===== src/rtl/serial_subtractor.sv =====
// serial_subtractor: multi-cycle a - b - b_in, DIGIT bits per clock from LSB
// to MSB through a registered borrow chain. start/busy/done handshake; the
// result, borrow-out and signed-overflow flag are held until the next done.
module serial_subtractor #(
    parameter int WIDTH = 8,
    parameter int DIGIT = 1
) (
    input  logic             clk,
    input  logic             rst_n,
    input  logic             start,
    input  logic [WIDTH-1:0] a,
    input  logic [WIDTH-1:0] b,
    input  logic             b_in,
    output logic             busy,
    output logic             done,
    output logic [WIDTH-1:0] diff,
    output logic             b_out,
    output logic             ovf
);

    localparam int N  = WIDTH / DIGIT;
    localparam int CW = (N > 1) ? $clog2(N) : 1;

    // Reject parameter sets where the digits do not tile the operand exactly.
    if (WIDTH < 2 || DIGIT < 1 || (WIDTH % DIGIT) != 0) begin : g_bad_params
        $error("serial_subtractor: WIDTH must be >= 2 and a multiple of DIGIT");
    end

    typedef enum logic {
        IDLE,
        RUN
    } state_t;

    state_t           state;
    logic [WIDTH-1:0] a_reg;
    logic [WIDTH-1:0] b_reg;
    logic [WIDTH-1:0] res_reg;
    logic             borrow;
    logic [CW-1:0]    step;

    logic [DIGIT:0]   dig_sum;
    logic [DIGIT-1:0] d_dig;
    logic             borrow_nxt;
    logic             ovf_nxt;
    logic [WIDTH-1:0] res_nxt;
    logic             last_step;

    // One digit of the borrow chain plus the shifted result it produces.
    // NOTE: every combinational output gets a value on every path before any
    // conditional logic, so no latch can be inferred.
    always_comb begin
        dig_sum    = {1'b0, a_reg[DIGIT-1:0]} - {1'b0, b_reg[DIGIT-1:0]}
                     - (DIGIT+1)'(borrow);
        d_dig      = dig_sum[DIGIT-1:0];
        borrow_nxt = dig_sum[DIGIT];
        res_nxt    = (res_reg >> DIGIT) | (WIDTH'(d_dig) << (WIDTH - DIGIT));
        // The MSB sum bit is a^b^borrow_into_msb, so xoring a and b back out
        // recovers the borrow into the MSB; xor with borrow-out gives overflow.
        ovf_nxt    = d_dig[DIGIT-1] ^ a_reg[DIGIT-1] ^ b_reg[DIGIT-1] ^ borrow_nxt;
        last_step  = (step == CW'(N - 1));
    end

    // Handshake FSM and datapath registers; outputs load only on the final step.
    // NOTE: all state here uses non-blocking assignments so every register
    // samples the pre-edge values of the others, exactly like hardware flops.
    always_ff @(posedge clk) begin
        if (!rst_n) begin
            state   <= IDLE;
            a_reg   <= '0;
            b_reg   <= '0;
            res_reg <= '0;
            borrow  <= 1'b0;
            step    <= '0;
            done    <= 1'b0;
            diff    <= '0;
            b_out   <= 1'b0;
            ovf     <= 1'b0;
        end else begin
            done <= 1'b0;
            unique case (state)
                IDLE: begin
                    if (start) begin
                        a_reg   <= a;
                        b_reg   <= b;
                        borrow  <= b_in;
                        res_reg <= '0;
                        step    <= '0;
                        state   <= RUN;
                    end
                end
                RUN: begin
                    a_reg   <= a_reg >> DIGIT;
                    b_reg   <= b_reg >> DIGIT;
                    res_reg <= res_nxt;
                    borrow  <= borrow_nxt;
                    step    <= step + CW'(1);
                    if (last_step) begin
                        diff  <= res_nxt;
                        b_out <= borrow_nxt;
                        ovf   <= ovf_nxt;
                        done  <= 1'b1;
                        state <= IDLE;
                    end
                end
                default: state <= IDLE;
            endcase
        end
    end

    assign busy = (state == RUN);

endmodule


===== config.mk =====
export PLATFORM = sky130hd
export DESIGN_NAME = serial_subtractor
export DESIGN_NICKNAME = d
export VERILOG_FILES = /design/src/rtl/serial_subtractor.sv
export SDC_FILE = /design/constraint.sdc
export NUM_CORES = 1
export LEC_CHECK = 0
export CAP_MARGIN = 25
export CORE_ASPECT_RATIO = 1.75
export CORE_UTILIZATION = 50
export DETAILED_ROUTE_END_ITERATION = 12
export PLACE_DENSITY = 0.88
export SLEW_MARGIN = 30
export SYNTH_ARGS = -nofsm -noshare
export SYNTH_HDL_FRONTEND = slang
export SYNTH_SLANG_ARGS = --single-unit

===== constraint.sdc =====
create_clock -name clk -period 1.7 [get_ports clk]
set_clock_uncertainty 0.1 [all_clocks]
set_input_delay 0.255 -clock clk [delete_from_list [all_inputs] [get_ports clk]]
set_output_delay 0.255 -clock clk [all_outputs]
set_load 0.02 [all_outputs]

Yosys cells after proc, flatten, opt, wreduce, memory -nomap -nowiden. Index checks and enable logic that the tools add are counted. W data, S select, Z words.

Equality and inequality tests: 2. Reduce and logical (&&, ||, !) cells: 2. Mux-type cells: 14. $add $sub $neg: 3. Bitwise logic cells: 5.

Operator list (number): $pmux W8 S2 (3); $mux W8 (3); $or A7 B8 Y8 (1); $pmux W3 S2 (1); $mux W1 (4); $pmux W1 S2 (2); $reduce_and A2 Y1 (2); $add A3 B1 Y3 const B (1); $eq A3 B3 Y1 const B (1); $mux W3 (1); $xor A1 B1 Y1 (3); $ne A2 B2 Y1 const B (1); $sub A1 B1 Y2 (1); $sub A2 B1 Y2 (1); $not A1 Y1 (1).

Bits in registers: 40. Word-level logic and storage cells: 36. Input port bits: 20. Output and inout bits: 12.

Depth between registers and ports, before layout.
Word-level depth: 5. Depth in mapped cells: 6. Depth with buffers taken out: 5.

Least setup slack after synthesis. No wires, ideal clock.

Path kind: reg-to-reg. Start point: register step[0]. End point: register diff[7]. Buffers on the path: 1. Required time: 1.484 ns. Setup time: 0.116 ns. Period minus slack after synthesis: 1.408 ns. Slack: 0.292 ns. Arrival: 1.192 ns. Stages on the path, launching flop included: 6. Cells stage by stage: dfxtp_1 > ha_1 > ha_1 > and2_4 > buf_4 > o211a_1.

Cells in the longest elaborated chain, start to end: 2.

RTL lines: start: declaration (line 39) `logic [CW-1:0] step;`; start signal: assignment (line 96) `step <= step + CW'(1);`; $eq A3 B3 Y1 (line 60) `last_step = (step == CW'(N - 1));`; named net last_step (line 46) `logic last_step;`; $reduce_and A2 Y1 (no source line); end signal: assignment (line 98) `diff <= res_nxt;`; end: declaration (line 16) `output logic [WIDTH-1:0] diff,`.

The timed path passes the listed nets, and every way through them passes these cells. A chain may end at the register's enable or synchronous reset.

Worst setup path in the final report.
Start point: register state (netlist: busy). End point: output port busy.

RTL lines: start: declaration (line 34) `state_t state;`; start signal: assignment (line 68) `state <= IDLE;`; start signal: assignment (line 88) `state <= RUN;`; start signal: assignment (line 102) `state <= IDLE;`; end: declaration (line 14) `output logic busy,`.

No word-level cell between the ends.

==> results.cfg <==
[grt]
antenna_found_initial = 0
grt_pass1_wl_um = 5260
grt_overflow = 0
grt_max_degree = 28
grtUsageTotal_pct = 19.7
grt_pass1_vias = 1268

[hold_path]
hold_path_class = reg -> reg
hold_path_end = diff[1]$_SDFFE_PN0P_
worstHoldStart = diff[1]$_SDFFE_PN0P_
worstHoldPathCells = 2

[sta]
holdWs_ns = 0.353
fmax_mhz = 615
rsz0062_at_grt = no
tightest_slew_ns = 0.253
period_share_pct = 95.7
hold_viol = 0
relSlewSlack_pct = 83.1
fin_tns_setup_ns = 0
slew_viol_final = 0
setup_violations = 0
worst_slack_ns = 0.0738
finalCriticalPeriod_ns = 1.63

[power]
powerDensity_nw_per_um2 = 839
ir_drop_uv = 752
p_leak_nw = 0.834
finalPower_mw = 1.80

[worst_setup_path]
endpoint_kind = output port
crit_chain = clkdlybuf4s50_1
cp_max_fo = 3
critPathTopFamily = buffers and inverters
timing.rr.start = a_reg[0]$_SDFFE_PN0P_
required_ns = 1.34
critPathMaxStageDelay_ns = 0.61
r2r_end = ovf$_SDFFE_PN0P_
rr_worst_depth = 5
startpoint_type = flip-flop
critical_path_buf_inv_count = 1
rrSetupSlack_ns = 0.22
crit_type = reg -> out
slowest_stage = clkdlybuf4s50_1
cp.arrival_ns = 1.27

[routing]
drc = 0
viasPerCell = 5.09
drt_iter0_drc = 13
wl_per_cell_um = 11.8
ant_nets = 0
routed_wl_um = 3130
vias = 1350
drt_first_pass_iters = 4

[floorplanning]
ioPinCount = 32
dieArea_um2 = 3770
die_h_um = 80.5
die_w_um = 46.9
core_um2 = 3360
initial_core_util_pct = 52.4
rows = 28

[clock_network]
htreeDepth = 2
clkTransAtPathRegs_ns = 0.07
clkSinkCount = 39
numCtsBuffers = 5
cts_root_buf = clkbuf_8
post-cts-setup-buffers = 0
tritoncts = yes
ctsResizeCount = 0
cts_hold_buf = 0
clock_latency_ns = 0.30
clockBufferDepth = 2

[place]
place_ws_ns = 0.0679
post-place-cells = 258
port_buffers = 31
place_area_um2 = 2060
dpl.hpwl_um = 2170
place_congestion = 0.800

[job]
maxCapViolCount = 0

[finish]
area.growth.synth_to_final_pct = 22.0
antenna_cells = 0
utilization_pct = 63.9
fin_cells = 265
nets = 244
design_area_um2 = 2150
layout-drive-gt1-share_pct = 6.36

[synthesis]
syn_nets = 215
ys_types = 31
syn_avg_cell_area_um2 = 9.22
yosys_register_bits = 39
syn_area_um2 = 1760
yosysWarnings = 0
synth-seq-area-share_pct = 44.3
synthCells = 191

[run_status]
status = finished, final reports clean
how the worst max path moves through the flow:
stage | cells after the start | slack (ns) | to | from
finish | 1 | 0.07 | busy | busy$_SDFF_PN0_
global route | 1 | 0.02 | busy | busy$_SDFF_PN0_
CTS | 1 | 0.05 | busy | busy$_SDFF_PN0_
detailed placement | 5 | 0.07 | b_reg[4]$_SDFFE_PN0P_ | start
global placement | 5 | 0.1 | a_reg[3]$_SDFFE_PN0P_ | start
floorplan | 5 | 0.29 | diff[7]$_SDFFE_PN0P_ | step[0]$_SDFFE_PN0P_
Yosys cell counts:
master	count	area (um2)
a21boi_0	1	7.51
a21boi_1	7	52.6
a21oi_1	8	40.0
and2_1	15	93.8
and2_4	1	8.76
and3_1	1	6.26
buf_12	1	20.0
buf_2	3	15.0
buf_4	1	7.51
buf_6	4	45.0
clkbuf_1	4	15.0
clkbuf_8	1	13.8
dfxtp_1	39	781
fa_1	1	20.0
ha_1	3	37.5
inv_1	3	11.3
mux2i_1	18	180
nand2_1	33	124
nand2_2	1	6.26
nand2b_1	1	6.26
nand3_1	2	10.0
nand4_1	1	6.26
nor2_1	4	15.0
nor2b_1	10	62.6
nor3b_1	9	67.6
o211a_1	1	10.0
o211ai_1	1	7.51
o21a_1	1	7.51
o21ai_0	7	35.0
o21ai_1	8	40.0
xor2_1	1	8.76
routing by layer:
layer | up-vias | GRT usage (%) | share of wire (%)
met4 | 0 | 11.1 | 3.0
met1 | 631 | 21.0 | 43
met2 | 24 | 32.4 | 52
met5 | - | 0 | 0
li1 | 688 | - | -
met3 | 7 | 6.07 | 2.7
final cells by class:
class	count	area (um2)
clock buffers	6	82.6
flip-flops and latches	39	781
well taps	45	56.3
multi-input cells	135	853
repair buffers	36	360
clock inverters	1	5.00
inverters	3	11.3
fillers	317	1210
kinds of logic after synthesis:
family | count (synthesis) | share of synthesized area, %
and+or+nand+nor | 78 | 23.1
DFF | 39 | 44.3
AOI/OAI and AO/OA | 34 | 11.4
muxes | 18 | 10.2
buffers and inverters | 17 | 7.24
adders and majority gates | 4 | 3.27
xor gates and xnor gates | 1 | 0.497
worst min-delay path, stage by stage, from the launching register on:
cell      delay [ns]
dfxtp_1         0.31
nand2_1         0.05
a21boi_1        0.05
power breakdown:
part | internal [mW] | switching [mW]
logic | 0.115 | 0.0950
clock network | 0.318 | 0.313
registers | 0.944 | 0.0190
cells in the final DEF, fill, tap and decap left out, types with 2 or more instances in the layout:
cell,instances
a21oi_1,8
dfxtp_1,39
a21boi_1,7
nor2_1,4
buf_4,4
o21ai_0,7
clkdlybuf4s50_1,31
clkbuf_8,6
nor3b_1,9
ha_1,3
o21ai_1,8
nand3_1,2
nand2_1,33
nor2b_1,10
inv_1,3
mux2i_1,18
and2_1,15
Power figures use the tool's default switching activity.
